==> config.mk <==
export PLATFORM = sky130hd
export DESIGN_NAME = fetch_unit
export DESIGN_NICKNAME = d
export VERILOG_FILES = /design/src/rtl/fetch_unit.sv
export SDC_FILE = /design/constraint.sdc
export NUM_CORES = 1
export LEC_CHECK = 0
export ABC_AREA = 0
export CAP_MARGIN = 15
export CORE_UTILIZATION = 40
export CTS_BUF_LIST = sky130_fd_sc_hd__clkbuf_4
export CTS_CLUSTER_SIZE = 10
export DETAILED_ROUTE_END_ITERATION = 10
export SLEW_MARGIN = 20
export SYNTH_ARGS = -nofsm -noshare
export SYNTH_HDL_FRONTEND = slang
export SYNTH_SLANG_ARGS = --single-unit
==> constraint.sdc <==
create_clock -name Clk -period 5.1 [get_ports Clk]
set_input_delay 0.765 -clock Clk [delete_from_list [all_inputs] [get_ports Clk]]
set_output_delay 0.765 -clock Clk [all_outputs]
set_load 0.01 [all_outputs]
==> src/rtl/fetch_unit.sv <==
// Program counter and fetch sequencer: IDLE/RUN/DONE handshake, relative branches via offset LUT.
// Optional taken-branch counter on output BranchCnt when FETCH_BRANCH_COUNT_EN is defined.
module fetch_unit #(
    parameter int unsigned PC_W      = 10,
    parameter int unsigned OFF_W     = 8,
    parameter int unsigned LUT_DEPTH = 16,
    localparam int unsigned IDX_W    = $clog2(LUT_DEPTH)
) (
    input  logic             Clk,
    input  logic             Reset_n,
    input  logic             Start,
    input  logic             Ack,
    input  logic             BranchTaken,
    input  logic             OffsetSrc,
    input  logic [IDX_W-1:0] LutIdx,
    input  logic [OFF_W-1:0] RegOffset,
    input  logic             LutWe,
    input  logic [IDX_W-1:0] LutWaddr,
    input  logic [OFF_W-1:0] LutWdata,
    output logic [PC_W-1:0]  ProgCtr,
    output logic             Running,
    output logic             Done
`ifdef FETCH_BRANCH_COUNT_EN
    ,
    output logic [15:0]      BranchCnt
`endif
);

    typedef enum logic [1:0] {StIdle, StRun, StDone} state_e;

    state_e           state_q, state_d;
    logic [PC_W-1:0]  pc_q, pc_d;
    logic [OFF_W-1:0] lut_q [LUT_DEPTH];
    logic [OFF_W-1:0] offset;
    logic [PC_W-1:0]  off_ext;

    // LUT read sees the pre-write value when a write hits the same entry this cycle.
    assign offset  = OffsetSrc ? RegOffset : lut_q[LutIdx];
    assign off_ext = {{(PC_W - OFF_W){offset[OFF_W-1]}}, offset};

    always_comb begin
        state_d = state_q;
        pc_d    = pc_q;
        case (state_q)
            StIdle: begin
                pc_d = '0;
                if (Start) begin
                    state_d = StRun;
                end
            end
            StRun: begin
                if (Start) begin
                    pc_d = '0;
                end else if (Ack) begin
                    state_d = StDone;
                end else if (BranchTaken) begin
                    pc_d = pc_q + off_ext;
                end else begin
                    pc_d = pc_q + PC_W'(1);
                end
            end
            StDone: begin
                if (Start) begin
                    pc_d    = '0;
                    state_d = StRun;
                end
            end
            default: begin
                state_d = StIdle;
                pc_d    = '0;
            end
        endcase
    end

    always_ff @(posedge Clk) begin
        if (!Reset_n) begin
            state_q <= StIdle;
            pc_q    <= '0;
            for (int i = 0; i < int'(LUT_DEPTH); i++) begin
                lut_q[i] <= '0;
            end
        end else begin
            state_q <= state_d;
            pc_q    <= pc_d;
            if (LutWe) begin
                lut_q[LutWaddr] <= LutWdata;
            end
        end
    end

    assign ProgCtr = pc_q;
    assign Running = (state_q == StRun);
    assign Done    = (state_q == StDone);

`ifdef FETCH_BRANCH_COUNT_EN
    logic [15:0] branch_cnt_q;

    // Start is accepted in every state, so it always clears the count.
    always_ff @(posedge Clk) begin
        if (!Reset_n) begin
            branch_cnt_q <= '0;
        end else if (Start) begin
            branch_cnt_q <= '0;
        end else if ((state_q == StRun) && BranchTaken && !Ack && (branch_cnt_q != 16'hFFFF)) begin
            branch_cnt_q <= branch_cnt_q + 16'd1;
        end
    end

    assign BranchCnt = branch_cnt_q;
`endif

endmodule

==> impl_summary.txt <==
----------------------------------------------------
[Detailed routing]
  Post-DR wirelength/cell ... 20.3 um
  Drt drc ... 0
  Number of detailed-route iterations in the first pass ... 5
  Number of DRC violations after detailed-routing iteration 0 ... 213
  Number of vias per cell after detailed routing ... 5.24
  Routed wire length ... 15.2 mm
  Total number of vias ... 3,914
  Antenna-violating nets left ... 0

[Floorplanning]
  Number of placed I/O pins ... 43
  Die height ... 132 um
  Initial Util ... 0.409
  # rows ... 47
  Area of the die ... 17,400 um^2
  Die W ... 132 um
  Core Area ... 16,500 um^2

[STA]
  Final Skew ... 12.3 ps
  RSZ-0062 raised after global routing ... no
  Final setup violating endpoints ... 0
  Pin slew with the least headroom to its limit ... 849 ps
  Relative slew margins ... 0.430
  Final clock period utilization by the worst path ... 0.809
  Highest attainable clock frequency ... 242 MHz
  Worst Hold Slack ... 515 ps
  Clock period minus final worst setup slack ... 4130 ps
  Aggregate negative setup slack ... 0 ps
  Total count of hold-check failures in the final report ... 0
  Final slew viol count ... 0

[Global route]
  Wire length of the first global-routing pass ... 23.7 mm
  Number of antenna violations at the first check in global routing ... 0
  Global Route met1 Usage ... 0.250
  Most used routing layer in global routing ... met2
  Maximum number of pins on one net before global-route repair ... 21
  Aggregate global routing overflow ... 0
  Global router's overall resource usage ... 0.188
  Grt met2 use ... 0.305
  Global routing met3 resource utilization ... 0.0400
  Vias in the first global route ... 4,031

[Yosys]
  Number of nets in the synthesized netlist ... 504
  EDFF count, synth ... 128
  Async SR Flop Fraction ... 0
  Dominant cells by area after synthesis ... sky130_fd_sc_hd__edfxtp_1, sky130_fd_sc_hd__mux4_2, sky130_fd_sc_hd__and2_1, sky130_fd_sc_hd__dfxtp_1, sky130_fd_sc_hd__ha_1
  Most instantiated flip-flop cell in the synthesis netlist ... sky130_fd_sc_hd__edfxtp_1
  Synth cell types ... 44
  Post-synthesis instance total ... 463
  Sequential area share after synthesis ... 0.604
  Post-synthesis cell type with the largest combined area ... sky130_fd_sc_hd__edfxtp_1
  Average size of a mapped cell ... 14.6 um^2
  Area of the mapped netlist ... 6760 um^2
  Synthesis Warnings ... 0
  Area fraction of the dominant cell type after synthesis ... 0.569
  #FFs+latches synth ... 140

[Worst setup path]
  Kind of start point of the critical path ... primary input
  Biggest fanout along the worst timing path ... 9
  Setup Crit Path Kind ... in -> reg
  Nature of the critical path endpoint ... flop
  Required time of the critical path ... 5530 ps
  Arrival time of the worst setup path ... 4560 ps

[CTS]
  Hold bufs inserted after CTS ... 0
  Maximum root-to-sink buffer count ... 2
  Sinks on the clock net ... 140
  CTS tree ... built
  Buffer count from post-CTS setup fixing ... 0
  CTS buffer count ... 17
  Buffer cell driving the clock tree root ... sky130_fd_sc_hd__clkbuf_4
  Clock latency on the worst-skew pair ... 530 ps
  # resized after CTS ... 0
  Clk slew on worst S/H paths ... 110 ps
  Maximum level of the CTS H-tree ... 4

[Placement]
  Placed cells ... 715
  Final weighted congestion of routability-driven global placement ... 0.813
  Half-perimeter wire length after placement ... 11.0 mm
  Port Buf Inserts ... 42

[Pwr]
  Static leakage power ... 2.75 nW
  Max IR drop VDD ... 0.000129 V
  Power density normalized to cell area ... 285 nW/um^2

[Layout]
  Number of cells in the finished layout apart from fillers ... 747
  Layout net count ... 555
  Number of fill cells in the layout ... 1,463
  Share of final-layout standard cells stronger than drive strength 1 ... 0.159
  Area occupied by multi-input gates ... 2540 um^2
  Syn-to-layout area delta ... 13.6%
  Register Area ... 4080 um^2
  Diodes inserted ... 0
  Most frequent cells in the layout ... sky130_fd_sc_hd__and2_1, sky130_fd_sc_hd__edfxtp_1, sky130_fd_sc_hd__clkdlybuf4s50_1

[Hold path]
  Hold/Removal Path Class ... reg -> reg

[Run status]
  Result of the run ... finished clean

[Run]
  Max Cap Viol ... 0

----------------------------------------------------
report_power, final:
part | switching, mW | leakage (nW) | internal [mW] | total, mW
Combinational | 0.121 | 1.30 | 0.109 | 0.230
Sequential | 0.0213 | 1.32 | 1.31 | 1.33
Clock | 0.380 | 0.131 | 0.245 | 0.625
Total | 0.523 | 2.75 | 1.66 | 2.19
path summary, 6_finish.rpt:
kind / depth (start not counted) / slack, ps / end / from
worst max-delay path: 14 / 970 / ProgCtr[8] / LutIdx[1]
worst min-delay path: 2 / 520 / ProgCtr[9] / ProgCtr[9]
worst max register to register: 13 / 1470 / ProgCtr[8] / lut_q[14][0]
worst min register to register: 2 / 520 / ProgCtr[9] / ProgCtr[9]
per-stage QoR:
step | setup slack, ps | total power, mW | instance area (um^2) | utilization
after global routing | 754 | 2.27 | 7670 | 0.464
after detailed placement | 411 | 1.59 | 7440 | 0.451
after global placement | 436 | 1.59 | 7440 | 0.450
after floorplan | 965 | 1.49 | 6760 | -
final | 975 | 2.19 | 7670 | 0.464
after CTS | 1030 | 2.21 | 7670 | 0.464
worst max-delay path, cell delays in order:
cell and delay, ps:
sky130_fd_sc_hd__clkdlybuf4s50_1 750, sky130_fd_sc_hd__buf_4 270, sky130_fd_sc_hd__mux4_2 320, sky130_fd_sc_hd__mux4_2 480
sky130_fd_sc_hd__mux2i_1 140, sky130_fd_sc_hd__nor2_1 90, sky130_fd_sc_hd__fa_1 450, sky130_fd_sc_hd__a21o_1 170
sky130_fd_sc_hd__a21oi_1 220, sky130_fd_sc_hd__o21bai_1 110, sky130_fd_sc_hd__a211o_1 300, sky130_fd_sc_hd__a31oi_1 200
sky130_fd_sc_hd__xnor2_1 90, sky130_fd_sc_hd__a22o_1 190
layout make-up:
type	count	area share
sequential	140	0.532
multi-input combinational	296	0.332
timing repair buffer	55	0.0685
tap	220	0.0359
clock buffer	20	0.0196
clock inverter	12	0.0104
inverter	4	0.00196
synth_stat cells, types with 2 or more instances:
master,number
sky130_fd_sc_hd__and2_1,128
sky130_fd_sc_hd__edfxtp_1,128
sky130_fd_sc_hd__mux4_2,37
sky130_fd_sc_hd__nor2_1,23
sky130_fd_sc_hd__nand2_1,13
sky130_fd_sc_hd__clkbuf_1,12
sky130_fd_sc_hd__dfxtp_1,12
sky130_fd_sc_hd__o21ai_0,12
sky130_fd_sc_hd__mux2i_1,10
sky130_fd_sc_hd__ha_1,9
sky130_fd_sc_hd__a22o_1,8
sky130_fd_sc_hd__nand2b_1,8
sky130_fd_sc_hd__a21oi_1,6
sky130_fd_sc_hd__buf_1,5
sky130_fd_sc_hd__xnor2_1,5
sky130_fd_sc_hd__buf_6,4
sky130_fd_sc_hd__nor3_1,4
sky130_fd_sc_hd__a211o_1,3
sky130_fd_sc_hd__inv_1,3
sky130_fd_sc_hd__nor2b_1,3
sky130_fd_sc_hd__a21o_1,2
sky130_fd_sc_hd__buf_2,2
sky130_fd_sc_hd__nand4_1,2
sky130_fd_sc_hd__o211ai_1,2
sky130_fd_sc_hd__or3_1,2
sky130_fd_sc_hd__xor2_1,2
flip-flops by register name, indices dropped and copies added, names as in the netlist:
register,flops
ProgCtr,10
lut_q,128
state_q,2
logic make-up after synthesis:
logic type               after synthesis  share of synthesized area
AO/OA/AOI/OAI                         41                     0.0441
XOR/XNOR                               7                    0.00907
adder cells (fa/ha/maj)               10                     0.0196
buffers and inverters                 27                     0.0198
flip-flops                           140                      0.604
multiplexers                          49                      0.141
AND/OR/NAND/NOR                      189                      0.162
per-layer routing:
metal / part of all wire / vias up
met2: 0.49 / 102
li1: - / 1837
met1: 0.45 / 1966
met4: 0.0099 / 0
met5: 0 / -
met3: 0.050 / 9
Power figures use the tool's default switching activity.
